File: src/rtl/pool_frame_scheduler_if.sv
// ============================================================================
//  Module  : pool_frame_scheduler_if
//  Brief   : Upstream pixel stream and pooling-datapath signals of the frame
//            scheduler, bundled with scheduler-side and environment modports.
//  Rev     : 1.0 - initial release
// ============================================================================
`default_nettype none

interface pool_frame_scheduler_if #(
    parameter int DATA_WIDTH = 16,
    parameter int INPUT_NUM  = 6
);
    logic                            s_valid;
    logic                            s_ready;
    logic [DATA_WIDTH*INPUT_NUM-1:0] s_data;
    logic                            pool_clr;
    logic                            pool_in_valid;
    logic [DATA_WIDTH*INPUT_NUM-1:0] pool_in_data;
    logic                            pool_out_valid;

    // Environment side: upstream source plus pooling datapath
    modport master (
        output s_valid, s_data, pool_out_valid,
        input  s_ready, pool_clr, pool_in_valid, pool_in_data
    );

    // Scheduler side
    modport slave (
        input  s_valid, s_data, pool_out_valid,
        output s_ready, pool_clr, pool_in_valid, pool_in_data
    );
endinterface

`default_nettype wire

File: src/rtl/pool_frame_scheduler.sv
// ============================================================================
//  Module  : pool_frame_scheduler
//  Brief   : Replays one upstream frame per start into the pooling datapath,
//            counts returned results and flags completion/timeout/overflow.
//  Rev     : 1.0 - initial release
// ============================================================================
`default_nettype none

module pool_frame_scheduler #(
    parameter int DATA_WIDTH    = 16,
    parameter int INPUT_NUM     = 6,
    parameter int INPUT_WIDTH   = 28,
    parameter int WINDOW_WIDTH  = 2,
    parameter int STRIDE        = 2,
    parameter int DRAIN_TIMEOUT = 64
) (
    input  wire logic              clk,
    input  wire logic              rst,
    input  wire logic              start,
    pool_frame_scheduler_if.slave  bus,
    output logic                   busy,
    output logic                   frame_done,
    output logic                   err_timeout,
    output logic                   err_overflow
);

    localparam int c_OUT_W  = (INPUT_WIDTH - WINDOW_WIDTH) / STRIDE + 1;
    localparam int c_OUT_N  = c_OUT_W * c_OUT_W;
    localparam int c_TO_W   = $clog2(DRAIN_TIMEOUT + 1);
    localparam int c_DW     = DATA_WIDTH * INPUT_NUM;

    localparam logic [15:0]       c_OUT_NUM   = 16'(c_OUT_N);
    localparam logic [7:0]        c_EDGE_LAST = 8'(INPUT_WIDTH - 1);
    localparam logic [c_TO_W-1:0] c_TO_LAST   = c_TO_W'(DRAIN_TIMEOUT - 1);

    typedef enum logic [2:0] {
        ST_IDLE  = 3'd0,
        ST_CLEAR = 3'd1,
        ST_FEED  = 3'd2,
        ST_DRAIN = 3'd3,
        ST_DONE  = 3'd4
    } state_t;

    state_t              r_state;
    state_t              w_state_nxt;
    logic [7:0]          r_col_cnt;
    logic [7:0]          r_row_cnt;
    logic [15:0]         r_out_cnt;
    logic [c_TO_W-1:0]   r_to_cnt;
    logic                r_pool_in_valid;
    logic [c_DW-1:0]     r_pool_in_data;
    logic                r_err_timeout;
    logic                r_err_overflow;

    logic w_accept;
    logic w_hs;
    logic w_last_px;
    logic w_count_out;
    logic w_out_full;
    logic w_timeout;

    assign w_accept    = (r_state == ST_IDLE) && start;
    assign w_hs        = (r_state == ST_FEED) && bus.s_valid;
    assign w_last_px   = (r_col_cnt == c_EDGE_LAST) && (r_row_cnt == c_EDGE_LAST);
    assign w_count_out = (r_state == ST_FEED) || (r_state == ST_DRAIN) || (r_state == ST_DONE);
    assign w_out_full  = (r_out_cnt == c_OUT_NUM);
    // Abort only when the window expires with no result arriving this cycle
    assign w_timeout   = (r_state == ST_DRAIN) && !w_out_full && !bus.pool_out_valid
                         && (r_to_cnt == c_TO_LAST);

    // Every output is a register or a pure decode of the state register
    assign bus.s_ready       = (r_state == ST_FEED);
    assign bus.pool_clr      = (r_state == ST_CLEAR);
    assign bus.pool_in_valid = r_pool_in_valid;
    assign bus.pool_in_data  = r_pool_in_data;
    assign busy              = (r_state != ST_IDLE);
    assign frame_done        = (r_state == ST_DONE);
    assign err_timeout       = r_err_timeout;
    assign err_overflow      = r_err_overflow;

    always_comb begin
        w_state_nxt = r_state;
        case (r_state)
            ST_IDLE:  if (start) w_state_nxt = ST_CLEAR;
            ST_CLEAR: w_state_nxt = ST_FEED;
            ST_FEED:  if (w_hs && w_last_px) w_state_nxt = ST_DRAIN;
            ST_DRAIN: if (w_out_full || w_timeout) w_state_nxt = ST_DONE;
            ST_DONE:  w_state_nxt = ST_IDLE;
            default:  w_state_nxt = ST_IDLE;
        endcase
    end

    always_ff @(posedge clk or posedge rst) begin
        if (rst) begin
            r_state         <= ST_IDLE;
            r_col_cnt       <= '0;
            r_row_cnt       <= '0;
            r_out_cnt       <= '0;
            r_to_cnt        <= '0;
            r_pool_in_valid <= 1'b0;
            r_pool_in_data  <= '0;
            r_err_timeout   <= 1'b0;
            r_err_overflow  <= 1'b0;
        end else begin
            r_state         <= w_state_nxt;
            r_pool_in_valid <= w_hs;
            if (w_hs) begin
                r_pool_in_data <= bus.s_data;
            end

            if (w_accept) begin
                r_col_cnt      <= '0;
                r_row_cnt      <= '0;
                r_out_cnt      <= '0;
                r_to_cnt       <= '0;
                r_err_timeout  <= 1'b0;
                r_err_overflow <= 1'b0;
            end else begin
                if (w_hs) begin
                    if (r_col_cnt == c_EDGE_LAST) begin
                        r_col_cnt <= '0;
                        r_row_cnt <= r_row_cnt + 8'd1;
                    end else begin
                        r_col_cnt <= r_col_cnt + 8'd1;
                    end
                end

                // Results saturate; any surplus result is flagged instead
                if (w_count_out && bus.pool_out_valid) begin
                    if (w_out_full) begin
                        r_err_overflow <= 1'b1;
                    end else begin
                        r_out_cnt <= r_out_cnt + 16'd1;
                    end
                end

                if (r_state == ST_DRAIN) begin
                    if (bus.pool_out_valid) begin
                        r_to_cnt <= '0;
                    end else begin
                        r_to_cnt <= r_to_cnt + 1'b1;
                    end
                end

                if (w_timeout) begin
                    r_err_timeout <= 1'b1;
                end
            end
        end
    end

endmodule

`default_nettype wire

File: src/flat_wrapper.sv
// flat-port wrapper written by rule: the top's interface ports become plain ports
module pool_frame_scheduler_flat 
#(
    parameter int DATA_WIDTH    = 16,
    parameter int INPUT_NUM     = 6,
    parameter int INPUT_WIDTH   = 28,
    parameter int WINDOW_WIDTH  = 2,
    parameter int STRIDE        = 2,
    parameter int DRAIN_TIMEOUT = 64
)
  (clk, rst, start, busy, frame_done, err_timeout, err_overflow, bus_s_valid, bus_s_data, bus_pool_out_valid, bus_s_ready, bus_pool_clr, bus_pool_in_valid, bus_pool_in_data);
  pool_frame_scheduler_if #(.DATA_WIDTH(DATA_WIDTH), .INPUT_NUM(INPUT_NUM)) bus_i ();
  input  wire logic clk;
  input  wire logic rst;
  input  wire logic start;
  output logic busy;
  output logic frame_done;
  output logic err_timeout;
  output logic err_overflow;
  input wire logic [$bits(bus_i.s_valid)-1:0] bus_s_valid;
  input wire logic [$bits(bus_i.s_data)-1:0] bus_s_data;
  input wire logic [$bits(bus_i.pool_out_valid)-1:0] bus_pool_out_valid;
  output wire logic [$bits(bus_i.s_ready)-1:0] bus_s_ready;
  output wire logic [$bits(bus_i.pool_clr)-1:0] bus_pool_clr;
  output wire logic [$bits(bus_i.pool_in_valid)-1:0] bus_pool_in_valid;
  output wire logic [$bits(bus_i.pool_in_data)-1:0] bus_pool_in_data;
  assign bus_i.s_valid = bus_s_valid;
  assign bus_i.s_data = bus_s_data;
  assign bus_i.pool_out_valid = bus_pool_out_valid;
  assign bus_s_ready = bus_i.s_ready;
  assign bus_pool_clr = bus_i.pool_clr;
  assign bus_pool_in_valid = bus_i.pool_in_valid;
  assign bus_pool_in_data = bus_i.pool_in_data;
  pool_frame_scheduler #(.DATA_WIDTH(DATA_WIDTH), .INPUT_NUM(INPUT_NUM), .INPUT_WIDTH(INPUT_WIDTH), .WINDOW_WIDTH(WINDOW_WIDTH), .STRIDE(STRIDE), .DRAIN_TIMEOUT(DRAIN_TIMEOUT)) u_core (.clk(clk), .rst(rst), .start(start), .bus(bus_i), .busy(busy), .frame_done(frame_done), .err_timeout(err_timeout), .err_overflow(err_overflow));
endmodule
File: config.mk
export PLATFORM = sky130hd
export DESIGN_NAME = pool_frame_scheduler_flat
export DESIGN_NICKNAME = d
export VERILOG_FILES = /design/src/rtl/pool_frame_scheduler_if.sv /design/src/rtl/pool_frame_scheduler.sv /design/src/flat_wrapper.sv
export SDC_FILE = /design/constraint.sdc
export NUM_CORES = 1
export LEC_CHECK = 0
export ABC_CLOCK_PERIOD_IN_PS = 4500
export CORE_ASPECT_RATIO = 0.5
export CORE_UTILIZATION = 41
export DETAILED_ROUTE_END_ITERATION = 6
export PLACE_DENSITY = 0.75
export SLEW_MARGIN = 5
export SYNTH_ARGS = -nofsm -noshare
export SYNTH_HDL_FRONTEND = slang
export SYNTH_SLANG_ARGS = --single-unit
File: constraint.sdc
create_clock -name clk -period 4.5 [get_ports clk]
set_input_delay 0.9 -clock clk [delete_from_list [all_inputs] [get_ports clk]]
set_output_delay 0.9 -clock clk [all_outputs]
set_load 0.02 [all_outputs]
After elaboration in Yosys (flattened, before gate mapping)
Index checks and enable logic that the tools add are counted.
- input bits: 101
- bits in registers: 141
- $add $sub $neg: 4
- mux-type cells: 21
- reductions and logical operators: 25
- equal/unequal tests: 12
- operators with widths (kind ; number):
    $mux 16 ; 3
    $mux 8 ; 6
    $mux 7 ; 3
    $add 16x1->16 const B ; 1
    $add 8x1->8 const B ; 2
    $eq 16x8->1 const B ; 1
    $eq 8x5->1 const B ; 2
    $pmux 3 s4 ; 1
    $reduce_bool 2->1 ; 6
    $mux 3 ; 3
    $logic_and 1x1->1 ; 8
    $add 7x1->7 const B ; 1
    $eq 7x6->1 const B ; 1
    $eq 3x2->1 const B ; 2
    $reduce_and 2->1 ; 3
    $mux 1 ; 5
    $ne 2x1->1 const B ; 2
    $ne 2x2->1 const B ; 2
    $eq 3x1->1 const B ; 1
    $eq 3x3->1 const B ; 1
    $logic_not 3->1 ; 1
    $logic_or 1x1->1 ; 3
    $reduce_and 3->1 ; 1
    $reduce_bool 3->1 ; 1
    $logic_not 1->1 ; 2

Longest topological paths before layout
Gate-level depths: netlist of the first run.
- word-level depth: 8
- mapped depth: 8

Worst setup path before layout of the first run
OpenSTA, ideal clock, no wires.
- path kind: input to register
- start: in bus_s_valid
- end: reg u_core.r_pool_in_data[74] (netlist: u_core.bus.pool_in_data[74])
- arrival: 1.979 ns
- setup time: 0.125 ns
- buffers on the path: 2
- path slack: 2.396 ns
- cell stages on the path: 5
- cell sequence: nand4bb_1 inv_2 buf_2 buf_2 mux2_2
- word-level cells in the longest chain between the ends: 1
- RTL lines (item ; line ; source):
    start, declared ; flat_wrapper.sv:20 ; input wire logic [$bits(bus_i.s_valid)-1:0] bus_s_valid;
    $logic_and 1x1->1 ; pool_frame_scheduler.sv:63 ; assign w_hs = (r_state == ST_FEED) && bus.s_valid;
    via u_core.w_hs ; pool_frame_scheduler.sv:56 ; logic w_hs;
    end signal, assigned ; pool_frame_scheduler.sv:108 ; r_pool_in_data <= bus.s_data;
    end, declared ; pool_frame_scheduler.sv:51 ; logic [c_DW-1:0] r_pool_in_data;
The timed path passes the listed nets, and every way through them passes these cells.
A chain may end at the register's enable or synchronous reset.

Worst setup path in the final report of the first run
- start: in bus_s_valid
- end: reg u_core.r_pool_in_data[75] (netlist: u_core.bus.pool_in_data[75])
- word-level cells in the longest chain between the ends: 1
- RTL lines (item ; line):
    $logic_and 1x1->1 ; pool_frame_scheduler.sv:63
Every way passes these cells.

==> out/qor.yml, run 1 <==
run_status:
  status: "finished clean"
floorplanning:
  row_count: 30
  core_area_um2: 13900
  pin_count: 204
  die_area_um2: 15000
  die_width_um: 172
  die_h_um: 87.1
  start_util: 0.429
grt:
  met3_usage: 0.0423
  grt_use_met1: 0.224
  antenna_found_initial: 0
  grt_max_degree: 85
  use_met2: 0.352
  overflow: 0
  track_usage: 0.192
  grt-busiest-layer: "met2"
  grt_pass1_wl_um: 22100
  grt_pass1_vias: 4350
worst_setup_path:
  path_cells: "clkdlybuf4s50_1, nand4bb_1, clkinv_2, buf_4, buf_4, mux2_2"
  cp_max_fo: 55
  start_kind: "input pin"
  crit_top_cell: "buf_4"
  critical_path_class: "input pin to flop"
  startpoint: "bus_s_valid"
  critPathTopFamily: "buffers and inverters"
  slowest_stage: "buf_4"
  max_stage_delay_ns: 0.65
  cp-end-kind: "flop"
  arrival_ns: 3.30
  cp_num_buf_inv: 4
  r2r_start: "u_core.r_state[2]$_DFFE_PP0P_"
  required_ns: 4.79
placement:
  portBuffers: 203
  hpwl_um: 9910
  gp_congestion: 0.786
  postPlaceCellArea_um2: 8170
  preCtsSetupSlack_ns: 1.09
  dp_cells: 831
cells_and_area:
  stdcell_count: 863
  mostFrequentLayoutCell: "clkdlybuf4s50_1"
  layout-drive-gt1-share: 0.221
  design_area_um2: 8770
  n_antenna_cell: 0
  area.growth.synth_to_final_pct: 47.6
  layout.nets: 764
  final_cell_mix: "203 x clkdlybuf4s50_1, 141 x dfrtp_1, 96 x mux2_2"
route:
  ant_nets: 0
  post_drt_wl_per_cell_um: 16.1
  drtIter0Drc: 189
  drtPass1Iterations: 4
  drc: 0
  wirelength_um: 13900
  vias: 4301
  viasPerCell: 4.98
clock_tree:
  clock-sinks: 141
  cts_tree: "done"
  cts-root-buf: "clkbuf_16"
  cts_setup_buffers: 0
  path_clk_slew_ns: 0.07
  insertion_delay_ns: 0.41
  post_cts_resized: 0
  cts_hold_buffers: 0
  cts-buffers-inserted: 17
  clockBufferDepth: 2
  htree_levels: 4
timing:
  slew_headroom: 0.491
  tightest_slew_ns: 0.762
  finalCritPeriodShare: 0.671
  skew_ns: 0.0132
  setup_ws_ns: 1.48
  maxSlewViolCount: 0
  timing.final.crit_period_ns: 3.02
  setup_viol_count_final: 0
  max_freq_mhz: 331
  fin_setup_tns_ns: 0
  rsz0062_at_grt: "false"
  final-hold-violation-count: 0
synthesis:
  synth-main-ff-cell: "dfrtp_1"
  ys_types: 49
  synthesis.nets: 557
  async_reset_ff_frac: 1.00
  yosysWarnings: 0
  ys_ff_latch: 141
  yosysSeqAreaShare: 0.594
  syn_avg_cell_area_um2: 13.2
  postSynthCellCount: 451
  synth-edff-count: 0
  syn_area_um2: 5940
worst_hold_path:
  hold_class: "flop to flop"
  hp-start: "u_core.r_to_cnt[5]$_DFFE_PP0P_"
pwr:
  p_leak_nw: 3.70
  powerDensity_nw_per_um2: 597
  ir_drop_uv: 282
run:
  cap_violations: 0
-- synthesized netlist by cell type (2+ instances only) --
| master | instances | share of area |
|---|---|---|
| nor4_1 | 2 | 0.0021 |
| a31oi_1 | 3 | 0.0032 |
| and3_2 | 2 | 0.0025 |
| mux2i_1 | 8 | 0.013 |
| nand2_1 | 16 | 0.010 |
| o21ai_0 | 8 | 0.0067 |
| buf_2 | 14 | 0.012 |
| nor2_1 | 32 | 0.020 |
| nor3b_1 | 4 | 0.0051 |
| nor3_1 | 3 | 0.0025 |
| nor4b_1 | 2 | 0.0029 |
| nand3_1 | 8 | 0.0067 |
| mux2_2 | 96 | 0.18 |
| dfrtp_1 | 141 | 0.59 |
| nand2b_1 | 3 | 0.0032 |
| and3_1 | 6 | 0.0063 |
| nand3b_1 | 2 | 0.0025 |
| xor2_1 | 19 | 0.028 |
| a21oi_1 | 8 | 0.0067 |
| clkbuf_1 | 5 | 0.0032 |
| ha_1 | 5 | 0.011 |
| nor2b_1 | 3 | 0.0032 |
| xnor2_1 | 3 | 0.0044 |
| nor2_2 | 5 | 0.0053 |
| o2111ai_1 | 4 | 0.0059 |
| nand4_1 | 14 | 0.015 |
| inv_1 | 9 | 0.0057 |
| o22ai_1 | 3 | 0.0032 |
| and2_1 | 2 | 0.0021 |
| o31ai_1 | 2 | 0.0025 |
-- state kept, by name, indices dropped and copies added (netlist names) --
name,flops
u_core.bus.pool_in_valid,1
u_core.bus.pool_in_data,96
u_core.err_timeout,1
u_core.r_state,3
u_core.r_to_cnt,7
u_core.err_overflow,1
u_core.r_out_cnt,16
u_core.r_row_cnt,8
u_core.r_col_cnt,8
-- power by group --
part | internal (W) | switching (W) | total, W | leakage, nW
Clock | 0.000829 | 0.000581 | 0.00141 | 0.276
Sequential | 0.00166 | 0.000253 | 0.00192 | 1.71
Combinational | 0.00102 | 0.000891 | 0.00191 | 1.71
-- per-stage QoR --
step / utilization / hold slack [ns] / total power [W]
2_1_floorplan: - / 0.453 / 0.00294
3_3_place_gp: 0.590 / 0.479 / 0.00381
3_5_place_dp: 0.590 / 0.493 / 0.00386
4_1_cts: 0.633 / 0.498 / 0.00529
5_1_grt: 0.633 / 0.523 / 0.00551
6_report: 0.633 / 0.497 / 0.00524
-- kinds of logic after synthesis --
| kind of cell | count (synthesis) | share of synthesized area |
|---|---|---|
| AND/OR/NAND/NOR | 115 | 0.109 |
| flip-flops | 141 | 0.594 |
| AO/OA/AOI/OAI | 34 | 0.0364 |
| multiplexers | 104 | 0.195 |
| XOR/XNOR | 22 | 0.0324 |
| buffers and inverters | 30 | 0.0225 |
| adder cells (fa/ha/maj) | 5 | 0.0105 |
-- worst paths after layout --
path | to | slack (ns) | cells after the start
max | u_core.bus.pool_in_data[75]$_DFFE_PP0P_ | 1.48 | 6
min | u_core.r_to_cnt[5]$_DFFE_PP0P_ | 0.50 | 1
max reg2reg | u_core.bus.pool_in_data[75]$_DFFE_PP0P_ | 1.84 | 5
min reg2reg | u_core.r_to_cnt[5]$_DFFE_PP0P_ | 0.50 | 1
max in group asynchronous | u_core.bus.pool_in_data[68]$_DFFE_PP0P_ | 2.64 | 3
min in group asynchronous | u_core.bus.pool_in_data[74]$_DFFE_PP0P_ | 0.97 | 2
-- area by class of cell --
type | instances | area, µm²
multi-input combinational | 280 | 2280
fill | 1084 | 5080
clock buffer | 18 | 429
timing repair buffer | 208 | 2080
clock inverter | 14 | 163
inverter | 10 | 42.5
sequential | 141 | 3530
tap | 192 | 240
-- per-layer routing --
metal,routed length (µm),part of all wire,vias up
met4,192,0.014,0
li1,-,-,2018
met1,5770,0.41,2174
met5,0,0,-
met2,7420,0.53,97
met3,552,0.040,12
(Power assumes the default switching activity.)
==> run 2, diff against run 1 <==
- ABC_CLOCK_PERIOD_IN_PS: 4500 -> 2550
- clock period: 4.5 -> 2.55 ns (I/O delays scaled with it)
==> run 2 against run 1 <==
Critical path depth decreased by 3. Worst hold slack got worse by 0.0074 ns. First-iteration DRC count decreased by 28%. Power increased by 78%. Non-clock buffer count increased by 7. Global-route usage decreased by 0.36 points. Clock power increased by 80%. Sequential share of layout area decreased by 0.59 points. Sequential power increased by 76%. Wire length decreased by 1.7%. Critical endpoint is now busy. Largest power group is now combinational logic.
==> out/qor.yml, run 2 (synthesis results as in run 1) <==
cells_and_area:
  final_cell_mix: "202 x clkdlybuf4s50_1, 141 x dfrtp_1, 96 x mux2_2"
  largest_reg_flops: 96  # unchanged
  area.growth.synth_to_final_pct: 49.8
  layout-drive-gt1-share: 0.227  # +0.00657
  mostFrequentLayoutCell: "clkdlybuf4s50_1"
  layout.nets: 771  # +0.92%
  n_antenna_cell: 0  # unchanged
grt:
  overflow: 0  # unchanged
  antenna_found_initial: 0  # unchanged
  track_usage: 0.189  # -0.00360
  grt_max_degree: 64  # -25%
  grt_pass1_vias: 4228  # -2.8%
  grt_pass1_wl_um: 21700  # -1.7%
placement:
  portBuffers: 203  # unchanged
  hpwl_um: 9940  # +0.23%
  gp_congestion: 0.818  # +4.1%
worst_hold_path:
  hold_class: "flop to flop"
  hp-start: "u_core.r_to_cnt[2]$_DFFE_PP0P_"
  min_to: "u_core.r_to_cnt[2]$_DFFE_PP0P_"
  min_delay_path_depth: 1  # unchanged
worst_setup_path:
  critical_path_class: "flop to output pin"
  required_ns: 2.04  # -2.75 ns
  r2r_start: "u_core.r_col_cnt[0]$_DFFE_PP0P_"
  cp-end-kind: "output pin"
  cp_max_fo: 10  # -82%
  max_stage_delay_ns: 0.54  # -0.11 ns
  cp_num_buf_inv: 2  # -2
  slowest_stage: "clkdlybuf4s50_1"
  start_kind: "flop"
  ff2ff_path_depth: 6  # +1
  rrSetupSlack_ns: 0.44  # -1.40 ns
  r2r-end: "u_core.r_row_cnt[3]$_DFFE_PP0P_"
  arrival_ns: 1.84  # -1.46 ns
  path_cells: "buf_4, or3_1, clkdlybuf4s50_1"
  critPathTopFamily: "buffers and inverters"
timing:
  slew_headroom: 0.527  # +0.0362
  timing.final.crit_period_ns: 2.35
  max_freq_mhz: 425
  final-hold-violation-count: 0  # unchanged
  skew_ns: 0.00666  # -0.00650 ns
  fin_setup_tns_ns: 0  # unchanged
  tightest_slew_ns: 0.708  # -0.0541 ns
  maxSlewViolCount: 0  # unchanged
  finalCritPeriodShare: 0.923
  rsz0062_at_grt: "false"
  setup_viol_count_final: 0  # unchanged
pwr:
  finalPower_w: 0.00930  # +78%
  powerDensity_nw_per_um2: 1050  # +75%
  p_leak_nw: 3.77  # +1.7%
  ir_drop_uv: 484  # +72%
route:
  viasPerCell: 4.88  # -2.2%
  drc: 0  # unchanged
  vias: 4242  # -1.4%
  wirelength_um: 13700  # -1.7%
  post_drt_wl_per_cell_um: 15.7  # -2.5%
  ant_nets: 0  # unchanged
  drtPass1Iterations: 4  # unchanged
  drtIter0Drc: 136  # -28%
clock_tree:
  cts-root-buf: "clkbuf_16"
  cts_hold_buffers: 0  # unchanged
  htree_levels: 4  # unchanged
  clockBufferDepth: 2  # unchanged
  post_cts_resized: 1  # +1
  cts_setup_buffers: 0  # unchanged
  clock-sinks: 141  # unchanged
  path_clk_slew_ns: 0.06  # about the same
  cts-buffers-inserted: 17  # unchanged
  insertion_delay_ns: 0.41  # about the same
  cts_tree: "done"
floorplanning:
  die_area_um2: 15000  # unchanged
  die_h_um: 87.1  # unchanged
  die_width_um: 172  # unchanged
  pin_count: 204  # unchanged
  start_util: 0.429  # unchanged
  core_area_um2: 13900  # unchanged
  row_count: 30  # unchanged
run_status:
  status: "finished clean"
run:
  cap_violations: 0  # unchanged
run 2: cell count changes in the layout (fill, tap and decap cells not counted):
cell             change
clkinv_4             -2
inv_6                -1
dlygate4sd2_1        +1
buf_4                +2
clkdlybuf4s50_1      -1
buf_12               +5
clkbuf_1             +1
clkbuf_8             +1
bufinv_16            +1
inv_8                -1
clkinvlp_4           +1
run 2: power breakdown:
group | total, W | leakage, nW | switching (W) | internal [W]
registers | 0.00338 | 1.71 | 0.000440 | 0.00294
logic | 0.00339 | 1.77 | 0.00156 | 0.00183
clock network | 0.00254 | 0.279 | 0.000964 | 0.00157
run 2: worst max path at each step:
stage	depth (start not counted)	to	slack [ns]	startpoint
floorplan	1	u_core.bus.pool_in_data[0]$_DFFE_PP0P_	0.28	rst
global placement	6	u_core.r_row_cnt[6]$_DFFE_PP0P_	0.27	bus_s_valid
detailed placement	6	u_core.r_row_cnt[4]$_DFFE_PP0P_	0.22	bus_s_valid
CTS	3	busy	0.19	u_core.r_state[1]$_DFFE_PP0P_
global route	2	busy	0.10	u_core.r_state[0]$_DFFE_PP0P_
finish	3	busy	0.20	u_core.r_state[1]$_DFFE_PP0P_
run 2: metal layers:
layer / wire, µm / vias to the layer above / GRT usage
met5: 0 / - / 0
met4: 217 / 0 / 0.0716
met3: 486 / 19 / 0.0368
met2: 7210 / 87 / 0.341
met1: 5780 / 2104 / 0.225
li1: - / 2032 / -
run 2: cell type report:
cell class,instances,area [µm²]
Fill cell,1059,4950
Sequential cell,141,3530
Multi-Input combinational cell,280,2280
Timing Repair Buffer,215,2200
Clock buffer,20,447
Tap cell,192,240
Clock inverter,12,163
Inverter,10,42.5
run 2: stage by stage:
step	utilization	instances	hold WS [ns]	setup slack [ns]	area, µm²
after floorplan	-	451	0.453	0.277	5940
after global placement	0.598	838	0.477	0.270	8290
after detailed placement	0.598	838	0.479	0.220	8290
after CTS	0.642	870	0.486	0.188	8900
after global routing	0.642	870	0.514	0.104	8900
final	0.642	870	0.489	0.197	8900
